<file path="config.mk">
export PLATFORM = sky130hd
export DESIGN_NAME = movz_seq_encoder
export DESIGN_NICKNAME = d
export VERILOG_FILES = /design/src/rtl/movz_seq_encoder.sv
export SDC_FILE = /design/constraint.sdc
export NUM_CORES = 1
export LEC_CHECK = 0
export CORE_MARGIN = 5
export CORE_UTILIZATION = 40
export DETAILED_ROUTE_END_ITERATION = 16
export GPL_TIMING_DRIVEN = 0
export PLACE_DENSITY = 0.69
export SLEW_MARGIN = 40
export SYNTH_ARGS = -nofsm -noshare
export SYNTH_HDL_FRONTEND = slang
export SYNTH_SLANG_ARGS = --single-unit
</file>
<file path="constraint.sdc">
create_clock -name CLK -period 4.55 [get_ports CLK]
set_clock_uncertainty 0.1 [all_clocks]
set_input_delay 0.455 -clock CLK [delete_from_list [all_inputs] [get_ports CLK]]
set_output_delay 0.455 -clock CLK [all_outputs]
set_load 0.01 [all_outputs]
</file>
<file path="src/rtl/movz_seq_encoder.sv">
// movz_seq_encoder: turns a 64-bit constant plus destination register into
// the shortest MOVZ/MOVK sequence, one 32-bit word per output handshake.
// Optional macro MOVN_EN: constants dominated by 16'hFFFF halfwords start
// with MOVN instead of MOVZ.
module movz_seq_encoder #(
  parameter int         RD_W     = 5,
  parameter logic [8:0] OPC_MOVZ = 9'b110100101,
  parameter logic [8:0] OPC_MOVK = 9'b111100101,
  parameter logic [8:0] OPC_MOVN = 9'b100100101
) (
  input  logic            CLK,
  input  logic            Reset_n,
  input  logic [63:0]     ValueIn,
  input  logic [RD_W-1:0] RdIn,
  input  logic            InValid,
  output logic            InReady,
  output logic [31:0]     Instr,
  output logic            InstrValid,
  input  logic            InstrReady,
  output logic            InstrLast
);

  typedef enum logic {IDLE = 1'b0, EMIT = 1'b1} state_t;

  state_t          state_q, state_d;
  logic [63:0]     val_q, val_d;
  logic [RD_W-1:0] rd_q, rd_d;
  logic [3:0]      mask_q, mask_d;   // halfwords still to be emitted
  logic            first_q, first_d; // current word is the MOVZ/MOVN head
  logic            movn_q, movn_d;   // sequence starts with MOVN

  logic [3:0]      acc_mask;
  logic            acc_movn;
  logic [1:0]      cur_hw;
  logic [15:0]     cur_half;
  logic [15:0]     cur_imm;
  logic [8:0]      cur_opc;
  logic [3:0]      rest_mask;

  function automatic logic [3:0] nz_mask(input logic [63:0] v);
    logic [3:0] m;
    for (int i = 0; i < 4; i++) m[i] = (v[16*i +: 16] != 16'h0000);
    return m;
  endfunction

`ifdef MOVN_EN
  function automatic logic [3:0] ones_mask(input logic [63:0] v);
    logic [3:0] m;
    for (int i = 0; i < 4; i++) m[i] = (v[16*i +: 16] == 16'hFFFF);
    return m;
  endfunction

  function automatic logic [2:0] popcnt4(input logic [3:0] m);
    return 3'(m[0]) + 3'(m[1]) + 3'(m[2]) + 3'(m[3]);
  endfunction
`endif

  // Lowest set bit; an empty mask maps to halfword 0.
  function automatic logic [1:0] low_idx(input logic [3:0] m);
    if (m[0])      return 2'd0;
    else if (m[1]) return 2'd1;
    else if (m[2]) return 2'd2;
    else if (m[3]) return 2'd3;
    else           return 2'd0;
  endfunction

  function automatic logic [15:0] half_sel(input logic [63:0] v, input logic [1:0] i);
    case (i)
      2'd0:    return v[15:0];
      2'd1:    return v[31:16];
      2'd2:    return v[47:32];
      default: return v[63:48];
    endcase
  endfunction

  // Classify the incoming constant: which halfwords need a word, and
  // whether the sequence head should be MOVN.
  always_comb begin
    acc_mask = nz_mask(ValueIn);
    acc_movn = 1'b0;
`ifdef MOVN_EN
    if (popcnt4(ones_mask(ValueIn)) > popcnt4(~nz_mask(ValueIn))) begin
      acc_movn = 1'b1;
      acc_mask = ~ones_mask(ValueIn);
    end
`endif
  end

  // Build the current instruction word purely from registered state so it
  // holds steady while the consumer stalls.
  always_comb begin
    cur_hw    = low_idx(mask_q);
    cur_half  = half_sel(val_q, cur_hw);
    rest_mask = mask_q & ~(4'b0001 << cur_hw);
    if (mask_q == 4'b0000)
      cur_imm = 16'h0000;
    else if (first_q && movn_q)
      cur_imm = ~cur_half;
    else
      cur_imm = cur_half;
    if (!first_q)
      cur_opc = OPC_MOVK;
    else if (movn_q)
      cur_opc = OPC_MOVN;
    else
      cur_opc = OPC_MOVZ;

    InReady    = (state_q == IDLE);
    InstrValid = (state_q == EMIT);
    InstrLast  = (state_q == EMIT) && (rest_mask == 4'b0000);
    Instr      = (state_q == EMIT) ? {cur_opc, cur_hw, cur_imm, rd_q} : 32'h0;
  end

  // Next-state: accept in IDLE, step through pending halfwords in EMIT.
  always_comb begin
    state_d = state_q;
    val_d   = val_q;
    rd_d    = rd_q;
    mask_d  = mask_q;
    first_d = first_q;
    movn_d  = movn_q;
    case (state_q)
      IDLE: begin
        if (InValid) begin
          state_d = EMIT;
          val_d   = ValueIn;
          rd_d    = RdIn;
          mask_d  = acc_mask;
          first_d = 1'b1;
          movn_d  = acc_movn;
        end
      end
      EMIT: begin
        if (InstrReady) begin
          mask_d  = rest_mask;
          first_d = 1'b0;
          if (rest_mask == 4'b0000) begin
            state_d = IDLE;
            movn_d  = 1'b0;
          end
        end
      end
      default: state_d = IDLE;
    endcase
  end

  // State registers; reset abandons any sequence in flight.
  always_ff @(posedge CLK or negedge Reset_n) begin
    if (!Reset_n) begin
      state_q <= IDLE;
      val_q   <= '0;
      rd_q    <= '0;
      mask_q  <= '0;
      first_q <= 1'b0;
      movn_q  <= 1'b0;
    end else begin
      state_q <= state_d;
      val_q   <= val_d;
      rd_q    <= rd_d;
      mask_q  <= mask_d;
      first_q <= first_d;
      movn_q  <= movn_d;
    end
  end

endmodule

</file>
==> flow_metrics.py <==
metrics = {
    "status": {
        "status": "completed",
    },
    "setup_path": {
        "cpPeakStageDelay_ns": 0.59,
        "end_kind": "primary output",
        "path_cells": "and2b_1, buf_4, buf_6, a211oi_1, a211o_1, a21oi_1, clkdlybuf4s50_1",
        "cp.required_ns": 3.99,
        "cp_top_family": "buffers and inverters",
        "path_buf_inv": 3,
        "cpMaxStageDelayCell": "clkdlybuf4s50_1",
        "arrival_ns": 2.43,
        "crit_type": "reg2out",
        "cp_max_fo": 10,
        "critPathLaunchType": "flop",
    },
    "timing": {
        "fin_crit_sh": 0.656,
        "whs_ns": 0.400,
        "fmax_mhz": 335,
        "post-route-min-period_ns": 2.99,
        "hold_viol_final": 0,
        "rsz0062_at_grt": "no",
        "drv_slew": 0,
        "setup_viol": 0,
        "setup_tns_ns": 0,
    },
    "logic_synthesis": {
        "ys_seq_area_frac": 0.498,
        "syn_area_mm2": 0.00377,
        "synth_cell_types": 35,
        "synthArstFlopShare": 1.00,
        "synth_edf_count": 0,
        "yosys_warnings": 0,
        "ys_seq_elements": 75,
        "syn_avg_cell_area_um2": 11.3,
        "synthCells": 333,
        "ys.flop_type": "dfrtp_1",
    },
    "cts": {
        "post-cts-setup-buffers": 0,
        "cts.htree.levels": 3,
        "clock_sinks": 75,
        "cts_root_buffer": "clkbuf_8",
        "cts_buffer_depth": 2,
        "holdBufCountCts": 1,
        "clock_latency_ns": 0.34,
        "ctsResizeCount": 0,
        "cts_inserted_buffers": 9,
        "clk_pin_slew_ns": 0.07,
        "cts_tree": "yes",
    },
    "routing": {
        "ant_nets": 0,
        "wirelength_mm": 10.2,
        "viasPerCell": 5.32,
        "dr.pass1.iters": 4,
        "drt_iter0_markers": 86,
        "drc": 0,
        "num_vias": 3018,
        "wl_per_cell_um": 18.0,
    },
    "power": {
        "combPwrFrac": 0.535,
        "p_int_w": 0.00235,
        "seqPwrFrac": 0.325,
        "peakVddDrop_uv": 408,
        "pwr-share-clk": 0.140,
        "p_switching_w": 0.00132,
        "power_density_mw_per_mm2": 707,
        "finalPower_w": 0.00367,
        "p_sw_frac": 0.361,
        "p_leak_nw": 2.21,
    },
    "finish": {
        "n_antenna_cell": 0,
        "nFillCells": 807,
        "layout-drive-gt1-share": 0.259,
        "area_delta_synth_final_pct": 37.6,
        "fin_util": 0.564,
        "nets": 525,
    },
    "place": {
        "gp_congestion": 0.835,
        "portBuffers": 104,
        "dp_hpwl_mm": 7.84,
    },
    "die": {
        "die_w_um": 107,
        "die_h_um": 107,
        "core_area_mm2": 0.00920,
        "rows": 35,
        "start_util": 0.410,
        "dieArea_mm2": 0.0115,
        "ioPinCount": 108,
    },
    "global_route": {
        "antenna_found_initial": 0,
        "grt_pass1_wl_mm": 16.2,
        "grt_pass1_vias": 3222,
        "overflow": 0,
        "grt_max_degree": 51,
        "grt.total_usage": 0.184,
    },
    "hold_path": {
        "hold_path_class": "reg2reg",
    },
    "flow_run": {
        "cap_viol_max_count": 0,
    },
}
[worst reg2reg max path, stage by stage (launching register included)]
cell and delay, ns:
dfrtp_1 0.59, inv_2 0.13, nand2_1 0.11, buf_4 0.20, buf_4 0.23, mux2_2 0.35
[area by class of cell]
class	count	area (um^2)	area share
multi-input combinational	211	1630	0.314
tap	111	139	0.0268
clock inverter	4	51.3	0.00989
sequential	75	1880	0.362
buffer	31	201	0.0388
clock buffer	11	141	0.0273
timing repair buffer	106	1080	0.208
inverter	18	67.6	0.0130
[synth_stat cells (all sizes together), types with 2 or more instances]
| cell | instances | share of area |
|---|---|---|
| dfrtp | 75 | 0.50 |
| buf | 26 | 0.048 |
| a32o | 2 | 0.0053 |
| and3 | 2 | 0.0033 |
| nand2 | 23 | 0.024 |
| a21oi | 16 | 0.024 |
| nor3 | 3 | 0.0040 |
| a211o | 16 | 0.037 |
| and2 | 6 | 0.010 |
| inv | 18 | 0.018 |
| o21ai | 21 | 0.028 |
| nor2 | 9 | 0.0090 |
| a211oi | 16 | 0.032 |
| nor4 | 14 | 0.023 |
| mux2 | 69 | 0.21 |
| clkbuf | 5 | 0.0053 |
[final timing paths]
kind | cells after the start | endpoint | slack [ns] | from
min | 1 | rd_q[4]$_DFFE_PN0P_ | 0.40 | rd_q[4]$_DFFE_PN0P_
max in group asynchronous | 3 | val_q[28]$_DFFE_PN0P_ | 3.38 | Reset_n
max reg2reg | 5 | val_q[26]$_DFFE_PN0P_ | 2.72 | InstrValid$_DFF_PN0_
min reg2reg | 1 | rd_q[4]$_DFFE_PN0P_ | 0.40 | rd_q[4]$_DFFE_PN0P_
max | 7 | Instr[16] | 1.56 | mask_q[2]$_DFFE_PN0P_
min in group asynchronous | 2 | val_q[19]$_DFFE_PN0P_ | 0.44 | Reset_n
[per-layer routing]
metal | vias to the layer above | GRT usage | wire (um)
met2 | 84 | 0.295 | 4880
met1 | 1491 | 0.248 | 4660
met5 | - | 0 | 0
li1 | 1433 | - | -
met3 | 10 | 0.0421 | 542
met4 | 0 | 0.0548 | 147
[cells in the final DEF, fill, tap and decap left out, types with 10 or more instances in the layout]
cell and instances:
buf_4 16, a211oi_1 16, nand2_1 22, mux2_2 69
clkbuf_8 10, o21ai_0 21, a21oi_1 13, clkdlybuf4s50_1 103
a211o_1 16, nor4_1 14, inv_1 17, dfrtp_1 75
[power groups by stage]
stage,registers [W],logic (W),clock network [W]
after detailed placement,0.00120,0.00197,0
final,0.00119,0.00196,0.000514
after floorplan,0.00114,0.00119,0
after global placement,0.00119,0.00193,0
after global routing,0.00124,0.00213,0.000553
after CTS,0.00119,0.00198,0.000522
[state kept, by name (all words and copies together), names as in the netlist]
name	cells
InstrValid	1
first_q	1
mask_q	4
rd_q	5
val_q	64
[logic make-up (layout without fill, tap and decap cells)]
group                      count (synthesis)  count (layout)  share of synthesized area
adders and majority gates                  1               1                    0.00266
buffers and inverters                     49             170                     0.0714
DFF                                       75              75                      0.498
and+or+nand+nor                           60              60                     0.0797
muxes                                     69              69                      0.206
other                                      1               3                   0.000995
AOI/OAI and AO/OA                         78              78                      0.141
[stage by stage]
step | cells | area (um^2) | setup slack, ns
floorplan | 335 | 3780 | 2.64
global placement | 550 | 4960 | 0.318
detailed placement | 551 | 4980 | 1.97
CTS | 567 | 5190 | 1.56
global route | 567 | 5190 | 1.46
finish | 567 | 5190 | 1.56
(Power assumes the default switching activity.)
